===== config.mk =====
export PLATFORM = sky130hd
export DESIGN_NAME = ls86_quad_xor
export DESIGN_NICKNAME = d
export VERILOG_FILES = /design/src/rtl/ls86_pkg.sv /design/src/rtl/ls86_xor_gate.sv /design/src/rtl/ls86_quad_xor.sv
export SDC_FILE = /design/constraint.sdc
export NUM_CORES = 1
export LEC_CHECK = 0
export ABC_AREA = 0
export BUFFER_PORTS_ARGS = -buffer_cell sky130_fd_sc_hd__buf_2
export CAP_MARGIN = 10
export CORE_AREA = 2 2 39 41
export CTS_CLUSTER_DIAMETER = 120
export DETAILED_ROUTE_END_ITERATION = 16
export DIE_AREA = 0 0 41 43
export SLEW_MARGIN = 20
export SYNTH_ARGS = -nofsm -noshare
export SYNTH_HDL_FRONTEND = slang
export SYNTH_SLANG_ARGS = --single-unit

===== constraint.sdc =====
create_clock -name clk -period 1.8 [get_ports clk]
set_clock_uncertainty 0.05 [all_clocks]
set_input_delay 0.09 -clock clk [delete_from_list [all_inputs] [get_ports clk]]
set_output_delay 0.09 -clock clk [all_outputs]
set_load 0.01 [all_outputs]

===== src/rtl/ls86_pkg.sv =====
// -----------------------------------------------------------------------------
// ls86_pkg
// Shared definitions for the SN74LS86-compatible quad XOR block.
//   NUM_GATES   : number of 2-input XOR gates in the package (4)
//   gate_vec_t  : one bit per gate, bit 0 = gate 1
//   CNT_W_DEF   : default width of the per-gate toggle counters
//   CNT_W_MIN/MAX: legal range for the toggle counter width
// Optional feature macro: LS86_TOGGLE_CNT_EN (counters live in ls86_xor_gate).
// -----------------------------------------------------------------------------
package ls86_pkg;

    localparam int unsigned NUM_GATES = 4;
    localparam int unsigned CNT_W_DEF = 8;
    localparam int unsigned CNT_W_MIN = 2;
    localparam int unsigned CNT_W_MAX = 16;

    typedef logic [NUM_GATES-1:0] gate_vec_t;

endpackage : ls86_pkg


===== src/rtl/ls86_xor_gate.sv =====
// -----------------------------------------------------------------------------
// ls86_xor_gate
// One 2-input XOR gate plus its synchronous status flops.
//   clk     in   system clock, rising edge
//   rst_n   in   synchronous active-low reset
//   a, b    in   gate inputs
//   y       out  a ^ b, combinational (independent of clk/rst_n)
//   y_q     out  registered y
//   y_chg   out  one-cycle pulse when y_q changes (compares against previous y_q)
//   tog_cnt out  saturating count of y_chg pulses   (LS86_TOGGLE_CNT_EN only)
//   tog_sat out  sticky flag, counter hit all-ones  (LS86_TOGGLE_CNT_EN only)
// Optional feature macro: LS86_TOGGLE_CNT_EN.
// -----------------------------------------------------------------------------
module ls86_xor_gate
    import ls86_pkg::*;
#(
    parameter int unsigned CNT_W = CNT_W_DEF
) (
    input  logic             clk,
    input  logic             rst_n,
    input  logic             a,
    input  logic             b,
    output logic             y,
`ifdef LS86_TOGGLE_CNT_EN
    output logic [CNT_W-1:0] tog_cnt,
    output logic             tog_sat,
`endif
    output logic             y_q,
    output logic             y_chg
);

    if (CNT_W < CNT_W_MIN || CNT_W > CNT_W_MAX) begin : g_bad_cnt_w
        $error("ls86_xor_gate: CNT_W out of range");
    end

    // X/Z propagate unchanged through the XOR.
    assign y = a ^ b;

    always_ff @(posedge clk) begin
        if (!rst_n) begin
            y_q   <= 1'b0;
            y_chg <= 1'b0;
        end else begin
            y_q   <= y;
            y_chg <= y_q ^ y;
        end
    end

`ifdef LS86_TOGGLE_CNT_EN
    logic [CNT_W-1:0] cnt_inc;

    always_comb begin
        cnt_inc = tog_cnt + 1'b1;
    end

    // Counts registered y_chg pulses; the sat flag is raised on the same edge
    // the counter lands on all-ones so both read consistently.
    always_ff @(posedge clk) begin
        if (!rst_n) begin
            tog_cnt <= '0;
            tog_sat <= 1'b0;
        end else if (y_chg && !(&tog_cnt)) begin
            tog_cnt <= cnt_inc;
            if (&cnt_inc) begin
                tog_sat <= 1'b1;
            end
        end
    end
`endif

endmodule : ls86_xor_gate


===== src/rtl/ls86_quad_xor.sv =====
// -----------------------------------------------------------------------------
// ls86_quad_xor
// SN74LS86-compatible quad 2-input XOR with a clocked status wrapper.
//   clk            in   system clock, rising edge
//   rst_n          in   synchronous active-low reset
//   _nA, _nB       in   gate n inputs (n = 1..4)
//   _nY            out  gate n output, _nA ^ _nB, combinational
//   y_q     [3:0]  out  registered {_4Y,_3Y,_2Y,_1Y}
//   y_chg   [3:0]  out  per-gate one-cycle change pulse, aligned with y_q
//   par_q          out  registered XOR of all four Y
//   tog_cnt [4*CNT_W-1:0] out  per-gate toggle counters (LS86_TOGGLE_CNT_EN)
//   tog_sat [3:0]  out  per-gate sticky saturation flags (LS86_TOGGLE_CNT_EN)
// Optional feature macro: LS86_TOGGLE_CNT_EN.
// Inputs are not synchronised; async sources need an external synchroniser.
// -----------------------------------------------------------------------------
module ls86_quad_xor
    import ls86_pkg::*;
#(
    parameter int unsigned CNT_W = CNT_W_DEF
) (
    input  logic                       clk,
    input  logic                       rst_n,
    input  logic                       _1A,
    input  logic                       _1B,
    output logic                       _1Y,
    input  logic                       _2A,
    input  logic                       _2B,
    output logic                       _2Y,
    input  logic                       _3A,
    input  logic                       _3B,
    output logic                       _3Y,
    input  logic                       _4A,
    input  logic                       _4B,
    output logic                       _4Y,
`ifdef LS86_TOGGLE_CNT_EN
    output logic [NUM_GATES*CNT_W-1:0] tog_cnt,
    output logic [NUM_GATES-1:0]       tog_sat,
`endif
    output logic [NUM_GATES-1:0]       y_q,
    output logic [NUM_GATES-1:0]       y_chg,
    output logic                       par_q
);

    gate_vec_t a_vec;
    gate_vec_t b_vec;
    gate_vec_t y_vec;

    assign a_vec = {_4A, _3A, _2A, _1A};
    assign b_vec = {_4B, _3B, _2B, _1B};

    assign _1Y = y_vec[0];
    assign _2Y = y_vec[1];
    assign _3Y = y_vec[2];
    assign _4Y = y_vec[3];

    for (genvar g = 0; g < NUM_GATES; g++) begin : g_gate
        ls86_xor_gate #(
            .CNT_W (CNT_W)
        ) u_gate (
            .clk     (clk),
            .rst_n   (rst_n),
            .a       (a_vec[g]),
            .b       (b_vec[g]),
            .y       (y_vec[g]),
`ifdef LS86_TOGGLE_CNT_EN
            .tog_cnt (tog_cnt[g*CNT_W +: CNT_W]),
            .tog_sat (tog_sat[g]),
`endif
            .y_q     (y_q[g]),
            .y_chg   (y_chg[g])
        );
    end

    // Parity is taken from the live Y vector so it lines up with y_q.
    always_ff @(posedge clk) begin
        if (!rst_n) begin
            par_q <= 1'b0;
        end else begin
            par_q <= ^y_vec;
        end
    end

endmodule : ls86_quad_xor


# Yosys cells after proc, flatten, opt, wreduce, memory -nomap -nowiden
# Index checks and enable logic that the tools add are counted.
[totals]
ff_bits = 9
latch_bits = 0
ram_bits = 0
romBits = 0
inputBits = 10
memories = 0
[classes]
add_sub_neg = 0
multipliers = 0
div_mod_pow = 0
magnitude_cmp = 0
n_eq_ne = 0
shift = 0
muxes = 0
bitwise = 8
n_reduce_logical = 1
[ops]
columns = ["op", "n"]
rows = [
  ["$xor 1x1->1", 8],
  ["$reduce_xor 4->1", 1],
]

# Longest topological paths before layout
# Gate-level depths: netlist of the first run.
[logic_depth]
ltp_word = 2
mapped_depth = 4
depth_no_buf = 4

# Cells and area by module
# Synthesis of the first run repeated with hierarchy kept, for this count alone.
[hier_totals]
cells_unflattened = 33
area_unflattened_um2 = 387.9
[modules_own_cells]
columns = ["module", "instances", "cells_each", "area_each_um2", "seq_area_each_um2"]
rows = [
  ["ls86_xor_gate", 4, 7, 83.8, 40.0],
  ["ls86_quad_xor", 1, 5, 52.6, 20.0],
]

# Worst setup path before layout of the first run
# Ideal clock, no wire load.
[synth_path]
path_type = "input -> register"
startpoint = "in _4B"
endpoint = "reg par_q"
setup_ns = 0.115
arrival_ns = 0.874
required_ns = 1.635
path_slack_ns = 0.761
stages = 4
path_buffers = 0
cell_sequence = "xor2_1 > xnor2_1 > xnor2_1 > and2_1"
[synth_via]
elab_chain_len = 2
[synth_lines]
columns = ["element", "line", "text"]
rows = [
  ["start: declaration", "ls86_quad_xor.sv:33", "input logic _4B,"],
  ["$xor 1x1->1", "ls86_xor_gate.sv:37", "assign y = a ^ b;"],
  ["$reduce_xor 4->1", "ls86_quad_xor.sv:79", "par_q <= ^y_vec;"],
  ["end signal: assignment", "ls86_quad_xor.sv:79", ""],
  ["end: declaration", "ls86_quad_xor.sv:41", "output logic par_q"],
]
# Every way passes these cells.
# A chain may end at the register's enable or synchronous reset.

# Worst setup path in the final report of the first run
[layout_path]
startpoint = "reg g_gate[3].u_gate.y_q"
endpoint = "out y_q[3]"
[layout_rtl]
columns = ["element", "line", "text"]
rows = [
  ["start: declaration", "ls86_xor_gate.sv:28", "output logic y_q,"],
  ["start signal: assignment", "ls86_xor_gate.sv:44", "y_q <= y;"],
  ["end: declaration", "ls86_quad_xor.sv:39", "output logic [NUM_GATES-1:0] y_q,"],
]
# No word-level cell between the ends.

==> run summary, run 1 <==
Synth async-reset ratio - 0%
Antenna-violating nets left - 0
Root Driver - clkbuf_4
Non-Filler Instances - 71
RR Endpoint - g_gate[3].u_gate.y_chg
Area of the multi-input gates - 169 um2
Arr. time, crit path - 0.73 ns
Post-Synthesis Cells - 37
FMAX - 1150 MHz
Most common cell in the netlist - dfxtp_1
Ant diodes - 0
Worst Hold Path EP - par_q
Crit-path leading delay family - flip-flops
Die area - 1760 um2
Post-synth top area share - 44.0%
Least-Margin Pin Slew - 0.324 ns
Main area contributors after synthesis - dfxtp_1, xor2_1, buf_4
Required @ worst endpoint - 1.66 ns
Worst-path fanout max - 2
Post-CTS setup buffers - 0
First-pass DRT Iterations - 4
Final nets - 66
CP Launch Type - flip-flop
Initial Util - 29.6%
CTS resizes - 0
Netlist cell types - 7
Htree depth - 1
Register-to-Register Setup Slack - 1.01 ns
CP max-delay cell - dfxtp_1
Main synth FF type - dfxtp_1
DR vias - 260
Area Overhead vs Synth - 23.5%
Mux contribution to synthesized area - 0%
WHS - 0.0859 ns
IO buf count - 22
Worst Hold Depth - 2
# DRC - 0
Final number of hold-violating endpoints - 0
P per Cell Area - 983 nW/um2
GP Congestion - 0.574
Dpl cells - 67
Worst reg-to-reg path cell count - 2
1st-iter DRT viols - 2
Synth Area in XOR/XNOR - 27.2%
Crit path buf inv count - 1
Register area - 180 um2
Setup violators final - 0
Clk sinks - 9
Routed WL - 580 um
Compound-gate portion of the synthesized area - 0%
Yosys top cell by area - dfxtp_1
Crit-path max cell delay - 0.34 ns
Vias/cell - 3.66
Die Wd - 41 um
Post-synth EDFFs - 0
Min-delay src - rst_n
RSZ-0062 raised after global routing - no
Synth Area in Simple Gates - 14.1%
Final instance area - 505 um2
Grt ovf - 0
Worst R2R Start - g_gate[3].u_gate.y_q
CORE AREA - 1380 um2
Flops & latches, synth - 9
Clock Path Buffers - 2
Setup Total Neg Slack - 0 ns
Final min period - 0.871 ns
Number of global-route vias before repair - 234
Synth warnings - 0
Row count - 14
Status - finished, final reports clean
Hold WC Path Type - in -> reg
Placed instance area - 479 um2
CTS tree - yes
Filler Cell Count - 148
CTS Buf Count - 3
Leak - 0.258 nW
Largest net degree at the start of global routing - 10
Most common library cells after synthesis - dfxtp_1, and2_1, buf_4
Average wire per standard cell - 8.17 um
Largest family of logic cells by synthesized area - XOR/XNOR gates
GRT Total Usage - 7.55%
CTS Hold Bufs - 0
Crit Path Class - reg -> out
Initial antenna violation count - 0
Syn_area_per_cell - 11.1 um2
Fraction of layout cells with a size suffix above 1 - 50.9%
Worst-path cell chain - buf_2
Area share of fa/ha/maj cells after synthesis - 0%
Max-cap viol count - 0
Worst rel slew slack - 78.3%
VDD IR max - 0.262 mV
Final worst-path cycle share - 48.4%
Synthesized area - 409 um2
Seq/Total Area, Yosys - 44.0%
Max-slew violations - 0
Crit end category - output port
Mapped Nets - 47
Die height - 43 um
Clock transition at path regs - 0.06 ns
Ports - 23
First-pass GRT wire length - 897 um
Clock latency on the worst-skew pair - 0.25 ns
## layer usage
layer | vias to the layer above | part of all wire [%] | routed length, um | GRT usage [%]
met5 | - | 0 | 0 | 0
met4 | 0 | 0 | 0 | 6.00
met3 | 0 | 7.2 | 42 | 1.57
met2 | 9 | 55 | 320 | 11.6
met1 | 114 | 37 | 217 | 8.44
li1 | 137 | - | - | -
## power by group
group / switching (mW) / internal (mW)
sequential: 0.00684 / 0.223
combinational: 0.0569 / 0.0600
clock: 0.0655 / 0.0851
total: 0.129 / 0.368
## cell families (layout without fill, tap and decap cells)
group / count (synthesis) / in the layout
simple gates: 9 / 9
flops: 9 / 9
xor+xnor: 11 / 11
buf+inv: 8 / 26
## sequential cells by signal, summed over array words and instances, names as in the netlist
signal,cells
par_q,1
g_gate.u_gate.y_q,4
g_gate.u_gate.y_chg,4
## per-stage QoR
stage | worst slack, ns | power (mW) | utilization (%)
finish | 0.929 | 0.497 | 36.5
global route | 0.890 | 0.531 | 36.5
CTS | 0.919 | 0.504 | 36.5
detailed placement | 0.714 | 0.353 | 34.6
global placement | 0.732 | 0.351 | 34.6
floorplan | 0.761 | 0.328 | -
## worst register-to-register path, cell delays in order (launching register included)
cell	delay (ns)
dfxtp_1	0.32
xor2_1	0.15
and2_1	0.17
## layout by cell type (no fill, tap or decap), drive strengths merged
| cell | n |
|---|---|
| xnor2 | 2 |
| xor2 | 9 |
| clkbuf | 4 |
| and2 | 9 |
| dfxtp | 9 |
| buf | 22 |
## final cells by class
cell class / count / share of cell area [%]
multi-input combinational: 20 / 33.4
clock buffer: 4 / 5.20
tap: 16 / 3.96
timing repair buffer: 22 / 21.8
sequential: 9 / 35.6
## worst max path at each step
| stage | start | endpoint | slack [ns] | cells after the start |
|---|---|---|---|---|
| 3_5_place_dp | _4B | par_q | 0.71 | 5 |
| 5_1_grt | _2B | _2Y | 0.89 | 3 |
| 6_report | g_gate[3].u_gate.y_q | y_q[3] | 0.93 | 1 |
| 2_1_floorplan | _4B | par_q | 0.76 | 4 |
| 3_3_place_gp | _2B | par_q | 0.73 | 5 |
| 4_1_cts | g_gate[3].u_gate.y_q | y_q[3] | 0.92 | 1 |
(Power assumes the default switching activity.)
==> run 2: changes to the inputs <==
==> constraint.sdc (replaced) <==
create_clock -name clk -period 0.8 [get_ports clk]
set_clock_uncertainty 0.05 [all_clocks]
set_input_delay 0.04 -clock clk [delete_from_list [all_inputs] [get_ports clk]]
set_output_delay 0.04 -clock clk [all_outputs]
set_load 0.01 [all_outputs]
==> run 2 against run 1 <==
- clock power grew 120%
- via count grew 3.8%
- hold slack lost 0.034 ns
- routed wire length shrank 1.2%
- clock-buffer cell count is the same
- sequential cell count is the same
- non-clock buffer count grew 3
- first-iteration DRC count shrank 50%
==> run summary, run 2 (same netlist as run 1, synthesis figures left out) <==
CP max-delay cell - dfxtp_2
Die area - 1760 um2 (unchanged)
DR vias - 270 (+3.8%)
Initial antenna violation count - 0 (unchanged)
Worst rel slew slack - 88.6% (+10 points)
1st-iter DRT viols - 1 (-1)
Metal2 WL - 289 um (-9.7%)
Register-to-Register Setup Slack - 0.02 ns (-0.99 ns)
# DRC - 0 (unchanged)
First-pass GRT wire length - 786 um (-12%)
Number of global-route vias before repair - 221 (-5.6%)
Least-Margin Pin Slew - 0.170 ns (-0.155 ns)
Grt ovf - 0 (unchanged)
Most frequent cells in the layout - buf_2, and2_1, xor2_1, dfxtp_1
Max-slew violations - 0 (unchanged)
CTS Buf Count - 3 (unchanged)
Final nets - 69 (+4.5%)
Setup Total Neg Slack - 0 ns (unchanged)
Clock Path Buffers - 2 (unchanged)
RSZ-0062 raised after global routing - yes
GP Congestion - 0.657 (+14%)
IO buf count - 22 (unchanged)
Die height - 43 um (unchanged)
Final min period - 0.779 ns
Htree depth - 1 (unchanged)
Crit Path Class - reg -> out
DRT met1 WL - 241 um (+11%)
First-pass DRT Iterations - 2 (-2)
Max-cap viol count - 0 (unchanged)
Clock latency on the worst-skew pair - 0.25 ns (about the same)
Commonest non-fill, non-tap cell in the layout - buf_2
Crit end category - output port
Crit-path max cell delay - 0.33 ns (about the same)
Hold WC Path Type - in -> reg
Top Registers - g_gate.u_gate.y_chg: 4 flops, g_gate.u_gate.y_q: 4 flops, par_q: 1 flops
Area Overhead vs Synth - 51.1%
Root Driver - clkbuf_4
CORE AREA - 1380 um2 (unchanged)
Clk sinks - 9 (unchanged)
FMAX - 1280 MHz
Crit-path leading delay family - flip-flops
Required @ worst endpoint - 0.71 ns (-0.95 ns)
Ports - 23 (unchanged)
Largest net degree at the start of global routing - 10 (unchanged)
Top Metal Used - met3
Setup violators final - 0 (unchanged)
Post-CTS setup buffers - 0 (unchanged)
GRT Total Usage - 6.88% (-0.68 points)
Non-Filler Instances - 74 (+4.2%)
Vias/cell - 3.65 (-0.36%)
Final worst-path cycle share - 97.3%
Wire length on met3 - 42 um (unchanged)
DP HPWL - 493 um
Worst-path fanout max - 2 (unchanged)
Row count - 14 (unchanged)
Clock transition at path regs - 0.06 ns (about the same)
Leak - 0.289 nW (+12%)
P per Cell Area - 1930 nW/um2 (+96%)
VDD IR max - 0.563 mV (+110%)
CTS tree - yes
CP Launch Type - flip-flop
Dpl cells - 70 (+4.5%)
Crit path buf inv count - 1 (unchanged)
Routed WL - 573 um (-1.2%)
Worst-path cell chain - buf_6
Fraction of layout cells with a size suffix above 1 - 63.8% (+13 points)
Status - finished, final reports clean
Ant diodes - 0 (unchanged)
Arr. time, crit path - 0.69 ns (-0.04 ns)
Antenna-violating nets left - 0 (unchanged)
Initial Util - 29.6% (unchanged)
Die Wd - 41 um (unchanged)
Final number of hold-violating endpoints - 0 (unchanged)
Average wire per standard cell - 7.74 um (-5.2%)
## run 2: changes by cell type in the layout (fill, tap and decap cells not counted), moves of 3 or more
cell / delta
buf_2: -4
dfxtp_1: -4
xor2_4: +4
buf_6: +4
buf_4: +3
dfxtp_2: +4
## run 2: metal layers
layer,vias to the layer above,track usage (%)
li1,147,-
met5,-,0
met2,12,10.3
met4,0,8.00
met1,111,7.57
met3,0,0
## run 2: report_power, final
group / leakage, nW / total, mW / switching [mW] / internal [mW]
logic: 0.198 / 0.336 / 0.149 / 0.187
clock network: 0.0150 / 0.333 / 0.142 / 0.191
registers: 0.0761 / 0.523 / 0.0191 / 0.504
## run 2: per-stage QoR
stage               instance area (um2)  hold WS [ns]  worst slack (ns)  utilization (%)  power, mW
CTS                                 599        0.0493           0.00334             43.3       1.20
finish                              618        0.0522            0.0213             44.7       1.19
floorplan                           469        0.0950          -0.00605                -      0.755
detailed placement                  562         0.310            -0.155             40.6      0.852
global placement                    562         0.301            -0.152             40.6      0.848
global route                        618        0.0596           -0.0160             44.7       1.26
## run 2: cell type report
class / instances / area, um2
fill: 140 / 766
multi-input combinational: 20 / 229
sequential: 9 / 185
timing repair buffer: 25 / 158
clock buffer: 4 / 26.3
tap: 16 / 20.0
## run 2: worst paths after layout
check                       startpoint                endpoint  cells past startpoint
setup / recovery  g_gate[3].u_gate.y_q                  y_q[3]                      1
hold / removal                   rst_n  g_gate[1].u_gate.y_chg                      2
setup reg to reg  g_gate[0].u_gate.y_q  g_gate[0].u_gate.y_chg                      2
hold reg to reg   g_gate[2].u_gate.y_q  g_gate[2].u_gate.y_chg                      2
## run 2: repair_timing
item                                    CTS  global route
resized for setup                         5             3
pin swaps                                 0             2
hold buffers                              0             0
endpoints found under the setup margin    4             5
==> run 3: changes to the inputs <==
--- a/config.mk
+++ b/config.mk
@@ -9,6 +9,7 @@
 export BUFFER_PORTS_ARGS = -buffer_cell sky130_fd_sc_hd__buf_2
 export CAP_MARGIN = 10
 export CORE_AREA = 2 2 39 41
+export CTS_BUF_LIST = sky130_fd_sc_hd__clkbuf_8
 export CTS_CLUSTER_DIAMETER = 120
 export DETAILED_ROUTE_END_ITERATION = 16
 export DIE_AREA = 0 0 41 43
==> run 3 against run 2 <==
- clock-buffer cell count down 1
- final area shrank 1.0%
- critical path depth rose by 1
- clock power increased by 48%
- die area unchanged
- cell count unchanged
- fmax rose by 1.5%
- via count down 1.1%
- core utilization down 0.45 points
- total power up 12%
- worst setup slack better by 0.012 ns
- hold slack improved by 0.022 ns
- highest routed layer unchanged
==> run summary, run 3 (same netlist as run 1, synthesis figures left out) <==
Area Overhead vs Synth - 49.5%
Util after Layout - 44.2% (-0.45 points)
Die height - 43 um (unchanged)
First-pass DRT Iterations - 2 (unchanged)
Worst Hold Path EP - g_gate[1].u_gate.y_chg
Clock Path Buffers - 2 (unchanged)
Row count - 14 (unchanged)
CP Launch Type - flip-flop
Max-slew violations - 0 (unchanged)
First-pass GRT wire length - 800 um (+1.8%)
Worst-path fanout max - 2 (unchanged)
Initial Util - 29.6% (unchanged)
# DRC - 0 (unchanged)
Vias/cell - 3.61 (-1.1%)
Die area - 1760 um2 (unchanged)
Worst reg-to-reg path cell count - 2 (unchanged)
Clk sinks - 9 (unchanged)
Htree depth - 1 (unchanged)
Number of global-route vias before repair - 217 (-1.8%)
Routed WL - 573 um (unchanged)
Status - finished, final reports clean
Clock transition at path regs - 0.04 ns (-0.02 ns)
VDD IR max - 0.660 mV (+17%)
Average wire per standard cell - 7.74 um (unchanged)
Post-CTS setup buffers - 0 (unchanged)
Crit Path Class - reg -> reg
Setup violators final - 0 (unchanged)
Final nets - 69 (unchanged)
Max-cap viol count - 0 (unchanged)
Setup Total Neg Slack - 0 ns (unchanged)
Initial antenna violation count - 0 (unchanged)
Levels on crit path - 2 (+1)
DR vias - 267 (-1.1%)
CTS resizes - 0 (-5)
RR Endpoint - g_gate[0].u_gate.y_chg
Fraction of layout cells with a size suffix above 1 - 63.8% (unchanged)
Largest net degree at the start of global routing - 10 (unchanged)
Final worst-path cycle share - 95.9% (-1.4 points)
DP HPWL - 493 um (unchanged)
Commonest non-fill, non-tap cell in the layout - buf_2
Crit-path max cell delay - 0.31 ns (-0.02 ns)
CTS tree - yes
Min-delay src - rst_n
GRT Total Usage - 7.18% (+0.30 points)
Worst Hold Depth - 2 (unchanged)
Ports - 23 (unchanged)
Crit-path leading delay family - flip-flops
IO buf count - 22 (unchanged)
P per Cell Area - 2180 nW/um2 (+13%)
Worst-path cell chain - xor2_1, and2_1
Register-to-Register Setup Slack - 0.03 ns (about the same)
Die Wd - 41 um (unchanged)
Final min period - 0.767 ns (-0.0115 ns)
Crit path buf inv count - 0 (-1)
RSZ-0062 raised after global routing - no
Worst Setup SP - g_gate[0].u_gate.y_q
Ant diodes - 0 (unchanged)
GP Congestion - 0.657 (unchanged)
Final number of hold-violating endpoints - 0 (unchanged)
CP max-delay cell - dfxtp_2
Grt ovf - 0 (unchanged)
Clock latency on the worst-skew pair - 0.22 ns (-0.03 ns)
Worst R2R Start - g_gate[0].u_gate.y_q
CORE AREA - 1380 um2 (unchanged)
1st-iter DRT viols - 1 (unchanged)
Arr. time, crit path - 0.83 ns (+0.14 ns)
Least-Margin Pin Slew - 0.170 ns (-0.00000429 ns)
Hold WC Path Type - in -> reg
CTS Hold Bufs - 0 (unchanged)
Root Driver - clkbuf_8
Worst rel slew slack - 88.6% (about the same)
Crit end category - flip-flop
CTS Buf Count - 3 (unchanged)
Required @ worst endpoint - 0.87 ns (+0.16 ns)
Antenna-violating nets left - 0 (unchanged)
FMAX - 1300 MHz (+1.5%)
Most frequent cells in the layout - buf_2, and2_1, xor2_1, dfxtp_1
Top Registers - g_gate.u_gate.y_chg: 4 flops, g_gate.u_gate.y_q: 4 flops, par_q: 1 flops
Leak - 0.296 nW (+2.3%)
## run 3: changes by cell type in the layout (fill, tap and decap cells not counted)
cell / delta
buf_2: +4
buf_6: -4
clkbuf_1: -1
clkbuf_4: -3
clkbuf_8: +3
inv_1: +1
## run 3: power by group
group          leakage [nW]  switching (mW)  internal, mW
clock                0.0269           0.160         0.332
combinational         0.193           0.149         0.170
sequential           0.0761          0.0154         0.506
## run 3: metal layers
layer | up-vias | GRT usage [%] | part of all wire (%)
li1 | 145 | - | -
met1 | 110 | 7.57 | 42
met2 | 12 | 10.3 | 50
met3 | 0 | 1.57 | 7.3
met4 | 0 | 8.00 | 0
met5 | - | 0 | 0
## run 3: worst max-delay path by stage
stage | endpoint | slack [ns]
3_5_place_dp | par_q | -0.16
2_1_floorplan | par_q | -0.006
3_3_place_gp | par_q | -0.15
5_1_grt | y_q[3] | 0.0005
6_report | g_gate[0].u_gate.y_chg | 0.03
4_1_cts | y_q[3] | 0.0005
## run 3: metrics by stage
stage | worst slack (ns) | instances | cell area, um2 | power, mW | hold slack [ns]
global route | 0.000519 | 74 | 612 | 1.41 | 0.0860
floorplan | -0.00605 | 37 | 469 | 0.755 | 0.0950
detailed placement | -0.155 | 70 | 562 | 0.852 | 0.310
global placement | -0.152 | 70 | 562 | 0.848 | 0.301
finish | 0.0328 | 74 | 612 | 1.33 | 0.0744
CTS | 0.000475 | 74 | 607 | 1.35 | 0.0784
## run 3: worst reg2reg max path: stages, from the launching register on
cell and delay (ns):
dfxtp_2 0.31, xor2_1 0.14, and2_1 0.15
## run 3: area by class of cell
| cell class | instances | area [um2] |
|---|---|---|
| Tap cell | 16 | 20.0 |
| Clock buffer | 3 | 41.3 |
| Sequential cell | 9 | 185 |
| Multi-Input combinational cell | 20 | 229 |
| Timing Repair Buffer | 25 | 133 |
| Clock inverter | 1 | 3.75 |
| Fill cell | 140 | 772 |
